### config.mk
export PLATFORM = sky130hd
export DESIGN_NAME = cache_ctrl_flat
export DESIGN_NICKNAME = d
export VERILOG_FILES = /design/src/rtl/cache_ctrl_pkg.sv /design/src/rtl/cache_ctrl_if.sv /design/src/rtl/cache_ctrl.sv /design/src/flat_wrapper.sv
export SDC_FILE = /design/constraint.sdc
export NUM_CORES = 1
export LEC_CHECK = 0
export CAP_MARGIN = 20
export CORE_UTILIZATION = 50
export DETAILED_ROUTE_END_ITERATION = 12
export PLACE_DENSITY = 0.81
export REMOVE_ABC_BUFFERS = 1
export SLEW_MARGIN = 30
export SYNTH_ARGS = -nofsm -noshare
export SYNTH_HDL_FRONTEND = slang
export SYNTH_SLANG_ARGS = --single-unit
export TNS_END_PERCENT = 20
### constraint.sdc
create_clock -name clock -period 1.9 [get_ports clock]
set_input_delay 0.38 -clock clock [delete_from_list [all_inputs] [get_ports clock]]
set_output_delay 0.38 -clock clock [all_outputs]
set_load 0.05 [all_outputs]
### src/rtl/cache_ctrl_pkg.sv
// Shared widths, cache-word field layout and FSM state encoding for the
// direct-mapped write-back cache controller.
package cache_ctrl_pkg;

  localparam int ADDR_W  = 5;
  localparam int DATA_W  = 8;
  localparam int IDX_W   = 2;
  localparam int TAG_W   = ADDR_W - IDX_W;
  localparam int LINE_W  = DATA_W + TAG_W + 2;

  // Cache word layout: {valid, dirty, tag, data}
  localparam int VALID_B = LINE_W - 1;
  localparam int DIRTY_B = LINE_W - 2;
  localparam int TAG_HI  = DATA_W + TAG_W - 1;
  localparam int TAG_LO  = DATA_W;

  localparam logic [IDX_W-1:0] IDX_LAST = '1;

  typedef enum logic [3:0] {
    S_INIT,
    S_IDLE,
    S_LOOKUP,
    S_COMPARE,
    S_WB,
    S_FILL,
    S_CINS,
    S_CWR,
    S_DONE,
    S_F_READ,
    S_F_CHECK,
    S_F_WB,
    S_F_CLEAN
  } state_t;

  function automatic logic [LINE_W-1:0] make_line(input logic             valid,
                                                  input logic             dirty,
                                                  input logic [TAG_W-1:0] tag,
                                                  input logic [DATA_W-1:0] data);
    return {valid, dirty, tag, data};
  endfunction

endpackage

### src/rtl/cache_ctrl_if.sv
// Requester-side bus of the cache controller: access handshake plus flush.
interface cache_ctrl_if;
  import cache_ctrl_pkg::*;

  logic              req;
  logic              we;
  logic [ADDR_W-1:0] addr;
  logic [DATA_W-1:0] wdata;
  logic              flush;
  logic              ready;
  logic              ack;
  logic [DATA_W-1:0] rdata;
  logic              flush_done;

  modport master (output req, we, addr, wdata, flush,
                  input  ready, ack, rdata, flush_done);

  modport slave  (input  req, we, addr, wdata, flush,
                  output ready, ack, rdata, flush_done);

endinterface

### src/rtl/cache_ctrl.sv
// Sequencer for a direct-mapped, write-back, write-allocate cache with 1-byte
// lines; drives the cache line macro and the RAM macro from one registered FSM.
module cache_ctrl
  import cache_ctrl_pkg::*;
#(
  parameter int MEM_LAT = 1
) (
  input  logic              clock,
  input  logic              reset,
  cache_ctrl_if.slave       bus,
  output logic [IDX_W-1:0]  cache_addr,
  output logic [LINE_W-1:0] cache_data,
  output logic              cache_wren,
  input  logic [LINE_W-1:0] cache_q,
  output logic [ADDR_W-1:0] mem_addr,
  output logic [DATA_W-1:0] mem_data,
  output logic              mem_wren,
  input  logic [DATA_W-1:0] mem_q
);

  localparam int WAIT_W = (MEM_LAT > 1) ? $clog2(MEM_LAT) : 1;
  localparam logic [WAIT_W-1:0] WAIT_LAST = WAIT_W'(MEM_LAT - 1);

  state_t              state;
  logic                we_q;
  logic [ADDR_W-1:0]   addr_q;
  logic [DATA_W-1:0]   wdata_q;
  logic [WAIT_W-1:0]   wait_cnt;

  logic [TAG_W-1:0]    tag_q;
  logic [TAG_W-1:0]    line_tag;
  logic [DATA_W-1:0]   line_data;
  logic                line_hit;
  logic                line_dirty;

  assign tag_q      = addr_q[ADDR_W-1:IDX_W];
  assign line_tag   = cache_q[TAG_HI:TAG_LO];
  assign line_data  = cache_q[DATA_W-1:0];
  assign line_hit   = cache_q[VALID_B] && (line_tag == tag_q);
  assign line_dirty = cache_q[VALID_B] && cache_q[DIRTY_B];

  // The line index lives in cache_addr for the whole op, so INIT and FLUSH use it as their counter.
  always_ff @(posedge clock) begin
    if (reset) begin
      state          <= S_INIT;
      bus.ready      <= 1'b0;
      bus.ack        <= 1'b0;
      bus.rdata      <= '0;
      bus.flush_done <= 1'b0;
      cache_addr     <= '0;
      cache_data     <= '0;
      cache_wren     <= 1'b0;
      mem_addr       <= '0;
      mem_data       <= '0;
      mem_wren       <= 1'b0;
      we_q           <= 1'b0;
      addr_q         <= '0;
      wdata_q        <= '0;
      wait_cnt       <= '0;
    end else begin
      case (state)
        S_INIT: begin
          cache_data <= '0;
          cache_wren <= 1'b1;
          if (cache_wren && cache_addr == IDX_LAST) begin
            cache_wren <= 1'b0;
            bus.ready  <= 1'b1;
            state      <= S_IDLE;
          end else if (cache_wren) begin
            cache_addr <= cache_addr + IDX_W'(1);
          end else begin
            cache_addr <= '0;
          end
        end

        S_IDLE: begin
          if (bus.req) begin
            we_q       <= bus.we;
            addr_q     <= bus.addr;
            wdata_q    <= bus.wdata;
            cache_addr <= bus.addr[IDX_W-1:0];
            bus.ready  <= 1'b0;
            state      <= S_LOOKUP;
          end else if (bus.flush) begin
            cache_addr <= '0;
            bus.ready  <= 1'b0;
            state      <= S_F_READ;
          end
        end

        S_LOOKUP: state <= S_COMPARE;

        S_COMPARE: begin
          if (line_hit && !we_q) begin
            bus.rdata <= line_data;
            bus.ack   <= 1'b1;
            state     <= S_DONE;
          end else if (!line_hit && line_dirty) begin
            mem_addr <= {line_tag, cache_addr};
            mem_data <= line_data;
            mem_wren <= 1'b1;
            state    <= S_WB;
          end else if (we_q) begin
            cache_data <= make_line(1'b1, 1'b1, tag_q, wdata_q);
            cache_wren <= 1'b1;
            state      <= S_CWR;
          end else begin
            mem_addr <= addr_q;
            wait_cnt <= '0;
            state    <= S_FILL;
          end
        end

        S_WB: begin
          mem_wren <= 1'b0;
          if (we_q) begin
            cache_data <= make_line(1'b1, 1'b1, tag_q, wdata_q);
            cache_wren <= 1'b1;
            state      <= S_CWR;
          end else begin
            mem_addr <= addr_q;
            wait_cnt <= '0;
            state    <= S_FILL;
          end
        end

        S_FILL: begin
          if (wait_cnt == WAIT_LAST) begin
            cache_data <= make_line(1'b1, 1'b0, tag_q, mem_q);
            cache_wren <= 1'b1;
            state      <= S_CINS;
          end else begin
            wait_cnt <= wait_cnt + WAIT_W'(1);
          end
        end

        S_CINS: begin
          cache_wren <= 1'b0;
          bus.rdata  <= cache_data[DATA_W-1:0];
          bus.ack    <= 1'b1;
          state      <= S_DONE;
        end

        S_CWR: begin
          cache_wren <= 1'b0;
          bus.ack    <= 1'b1;
          state      <= S_DONE;
        end

        S_DONE: begin
          bus.ack        <= 1'b0;
          bus.flush_done <= 1'b0;
          bus.ready      <= 1'b1;
          state          <= S_IDLE;
        end

        S_F_READ: state <= S_F_CHECK;

        // Clean lines are skipped; a dirty line costs one RAM write plus one cache write.
        S_F_CHECK: begin
          if (line_dirty) begin
            mem_addr   <= {line_tag, cache_addr};
            mem_data   <= line_data;
            mem_wren   <= 1'b1;
            cache_data <= make_line(1'b1, 1'b0, line_tag, line_data);
            state      <= S_F_WB;
          end else if (cache_addr == IDX_LAST) begin
            bus.flush_done <= 1'b1;
            state          <= S_DONE;
          end else begin
            cache_addr <= cache_addr + IDX_W'(1);
            state      <= S_F_READ;
          end
        end

        S_F_WB: begin
          mem_wren   <= 1'b0;
          cache_wren <= 1'b1;
          state      <= S_F_CLEAN;
        end

        S_F_CLEAN: begin
          cache_wren <= 1'b0;
          if (cache_addr == IDX_LAST) begin
            bus.flush_done <= 1'b1;
            state          <= S_DONE;
          end else begin
            cache_addr <= cache_addr + IDX_W'(1);
            state      <= S_F_READ;
          end
        end

        default: state <= S_INIT;
      endcase
    end
  end

endmodule

### src/flat_wrapper.sv
// flat-port wrapper written by rule: the top's interface ports become plain ports
module cache_ctrl_flat import cache_ctrl_pkg::*;
#(
  parameter int MEM_LAT = 1
)
  (clock, reset, cache_addr, cache_data, cache_wren, cache_q, mem_addr, mem_data, mem_wren, mem_q, bus_req, bus_we, bus_addr, bus_wdata, bus_flush, bus_ready, bus_ack, bus_rdata, bus_flush_done);
  cache_ctrl_if bus_i ();
  input  logic clock;
  input  logic reset;
  output logic [IDX_W-1:0] cache_addr;
  output logic [LINE_W-1:0] cache_data;
  output logic cache_wren;
  input  logic [LINE_W-1:0] cache_q;
  output logic [ADDR_W-1:0] mem_addr;
  output logic [DATA_W-1:0] mem_data;
  output logic mem_wren;
  input  logic [DATA_W-1:0] mem_q;
  input wire logic [$bits(bus_i.req)-1:0] bus_req;
  input wire logic [$bits(bus_i.we)-1:0] bus_we;
  input wire logic [$bits(bus_i.addr)-1:0] bus_addr;
  input wire logic [$bits(bus_i.wdata)-1:0] bus_wdata;
  input wire logic [$bits(bus_i.flush)-1:0] bus_flush;
  output wire logic [$bits(bus_i.ready)-1:0] bus_ready;
  output wire logic [$bits(bus_i.ack)-1:0] bus_ack;
  output wire logic [$bits(bus_i.rdata)-1:0] bus_rdata;
  output wire logic [$bits(bus_i.flush_done)-1:0] bus_flush_done;
  assign bus_i.req = bus_req;
  assign bus_i.we = bus_we;
  assign bus_i.addr = bus_addr;
  assign bus_i.wdata = bus_wdata;
  assign bus_i.flush = bus_flush;
  assign bus_ready = bus_i.ready;
  assign bus_ack = bus_i.ack;
  assign bus_rdata = bus_i.rdata;
  assign bus_flush_done = bus_i.flush_done;
  cache_ctrl #(.MEM_LAT(MEM_LAT)) u_core (.clock(clock), .reset(reset), .bus(bus_i), .cache_addr(cache_addr), .cache_data(cache_data), .cache_wren(cache_wren), .cache_q(cache_q), .mem_addr(mem_addr), .mem_data(mem_data), .mem_wren(mem_wren), .mem_q(mem_q));
endmodule
==> impl_metrics.tcl <==
set metrics [dict create \
    grt_pass1_vias 2950 \
    synth_top_family_by_area "compound AO/OA/AOI/OAI gates" \
    grt_pass1_wl_um 14070 \
    grt_remaining_overflow 0 \
    synthAdderAreaFrac_pct 0.3871 \
    fin_util_pct 74.73 \
    synth_mux_area_share_pct 13.24 \
    vias 3156 \
    async_reset_ff_share_pct 0 \
    synthCells 356 \
    cp-end-kind "output port" \
    crit_family "buffers and inverters" \
    setup_violations 0 \
    period_needed_ns 1.856 \
    synth_commonest_cells "dfxtp_1 (60), nand2_1 (41), nor2_1 (37)" \
    synth_xor_xnor_area_share_pct 1.510 \
    min_path_cells 2 \
    place_area_um2 4270 \
    grt.total_usage_pct 27.75 \
    leakagePower_uw 0.002079 \
    cts_buffer_depth 2 \
    fin_ws_ns 0.04442 \
    drtIter0Drc 266 \
    initial_core_util_pct 53.32 \
    io_buffers 79 \
    num_io_pins 80 \
    hold_path.class "in -> reg" \
    critPathMaxFanout 2 \
    crit_arrival_ns 1.48 \
    fin_nets 505 \
    grt_max_degree 30 \
    drc 0 \
    synth-simple-area-share_pct 21.10 \
    clk_pin_slew_worst_paths_ns 0.07 \
    drive_above_1_share_pct 24.89 \
    avgViaCountPerCell 5.791 \
    die_h_um 82.40 \
    crit_required_ns 1.52 \
    clock_sinks 60 \
    synth.cell_area_um2 3232 \
    core_um2 6061 \
    final_area_um2 4529 \
    p_per_area_nw_per_um2 683.6 \
    yosys.cell_count.top_type "dfxtp_1" \
    synth_compound_area_share_pct 21.91 \
    ys_seq_elements 60 \
    synth-edff-count 0 \
    htreeDepth 3 \
    placementRows 28 \
    yosysWarnings 0 \
    cp.depth 1 \
    clk_latency_ns 0.35 \
    max_freq_ghz 0.5389 \
    ant_nets 0 \
    p_sw_share_pct 29.44 \
    critPathKind "reg -> out" \
    cp_slowest_cell "clkdlybuf4s50_1" \
    ys_seq_area_share_pct 37.17 \
    synth_cell_types 65 \
    fin_crit_sh_pct 97.66 \
    avgSynthCellArea_um2 9.078 \
    max_cap_viol_count 0 \
    ir_drop_mv 0.5767 \
    tightest_slew_ns 0.5377 \
    max_stage_delay_ns 0.80 \
    start_kind "flop" \
    antenna_found_initial 0 \
    combPwrFrac_pct 19.2 \
    yosys.area.top_type "dfxtp_1" \
    finalWirelength_um 9035 \
    globalplace.congestion 0.9120 \
    p_clk_share_pct 37.5 \
    synth_ff_type "dfxtp_1" \
    synth_top_area_share_pct 37.17 \
    fin_skew_ns 0.01020 \
    n_antenna_cell 0 \
    cts_buffers 9 \
    cts_root_buf "clkbuf_8" \
    p_int_uw 2185 \
    p_switching_uw 911.4 \
    hold_viol_final 0 \
    drt_first_pass_iters 5 \
    syn_to_final_growth_pct 40.15 \
    cp_num_buf_inv 1 \
    die_area_um2 6789 \
    cts_tree "yes" \
    hpwl_um 6519 \
    cp_cell_sequence "clkdlybuf4s50_1" \
    place_ws_ns -0.2688 \
    status "finished clean" \
    ff2ff_path_depth 6 \
    maxSlewViolCount 0 \
    slew_headroom_pct 64.09 \
    fillers 447 \
    power_frac_seq_pct 43.3 \
    synth_area_leaders "dfxtp_1 (37%), mux2i_1 (7.4%), a21oi_1 (4.8%), nand2_1 (4.8%), nor2_1 (4.3%)" \
    die_x_um 82.40 \
    wire_per_inst_um 16.58 \
]
## flip-flops by register name (all words and copies together), names as in the netlist
register / flops
u_core.mem_wren: 1
u_core.bus.rdata: 8
u_core.we_q: 1
u_core.bus.ack: 1
u_core.cache_addr: 2
u_core.cache_wren: 1
u_core.wdata_q: 8
u_core.mem_addr: 5
u_core.mem_data: 8
u_core.cache_data: 13
u_core.wait_cnt: 1
u_core.bus.ready: 1
u_core.state: 4
u_core.addr_q: 5
u_core.bus.flush_done: 1
## metal layers
metal | GRT usage (%) | share of wire (%) | vias to the layer above
met2 | 46.12 | 50 | 124
met3 | 4.396 | 5.7 | 12
met1 | 35.05 | 42 | 1498
met5 | 0 | 0 | -
li1 | - | - | 1522
met4 | 12.98 | 1.7 | 0
## cell type report
cell class	instances	area, um2	share of cell area (%)
well taps	75	93.84	2.072
repair buffers	125	1120	24.72
multi-input cells	264	1901	41.96
flip-flops and latches	60	1204	26.57
clock buffers	10	127.6	2.818
clock inverters	6	65.06	1.436
inverters	5	18.77	0.4144
## power by group through the flow
stage,sequential [uW],combinational [uW],clock (uW)
final,1340,596,1160
after global routing,1340,636,1230
after CTS,1340,576,1170
after detailed placement,1370,575,0
after global placement,1360,563,0
after floorplan,1440,229,0
## metrics by stage
step,power (uW),hold WS [ns],setup TNS [ns],instances
after floorplan,1667,0.4278,-14.10,329
after global routing,3206,0.3416,-0.01695,545
after CTS,3082,0.3209,0,543
after detailed placement,1941,0.4456,-8.260,527
final,3096,0.3347,0,545
after global placement,1927,0.4425,-6.606,527
## cell families after synthesis
logic type,after synthesis
AOI/OAI and AO/OA,96
adders and majority gates,1
buffers and inverters,32
DFF,60
xor gates and xnor gates,3
muxes,37
and+or+nand+nor,127
## cells in the final DEF (no fill, tap or decap), drive strengths merged, types with 2 or more instances in the layout
| cell | n |
|---|---|
| a211oi | 11 |
| xnor2 | 3 |
| and3b | 3 |
| or3 | 2 |
| o2bb2ai | 6 |
| a222oi | 8 |
| o22ai | 2 |
| or4b | 2 |
| nor2 | 37 |
| o31ai | 3 |
| nand2 | 43 |
| nand3b | 2 |
| inv | 5 |
| nand2b | 2 |
| clkinv | 4 |
| nor3b | 2 |
| a311oi | 3 |
| and2 | 3 |
| buf | 65 |
| nand3 | 7 |
| nor3 | 3 |
| a221oi | 3 |
| dfxtp | 60 |
| clkdlybuf4s50 | 39 |
| mux2 | 12 |
| dlygate4sd2 | 6 |
| nor2b | 11 |
| a21oi | 32 |
| nor4bb | 2 |
| clkbuf | 10 |
| a41oi | 2 |
| nand4 | 4 |
| mux2i | 25 |
| o22a | 2 |
| dlymetal6s2s | 15 |
| o211ai | 2 |
| a22oi | 3 |
| o21ai | 9 |
## repair_timing
item / CTS / global route
gates cloned: 0 / 0
endpoints found under the setup margin: 6 / 36
hold buffers: 0 / 0
resized for setup: 6 / 20
pin swaps: 0 / 1
setup buffers: 0 / 2
## final timing paths
path                                                  startpoint  slack [ns]                                 end
worst max-delay path            u_core.bus.rdata[7]$_SDFFE_PP0P_        0.04                        bus_rdata[7]
worst min-delay path                                       reset        0.33  u_core.cache_data[10]$_SDFFE_PP0P_
worst max register to register      u_core.state[2]$_SDFFE_PP0P_        0.09   u_core.cache_data[6]$_SDFFE_PP0P_
worst min register to register    u_core.wdata_q[0]$_SDFFE_PP0P_        0.46      u_core.wdata_q[0]$_SDFFE_PP0P_
(Power assumes the default switching activity.)
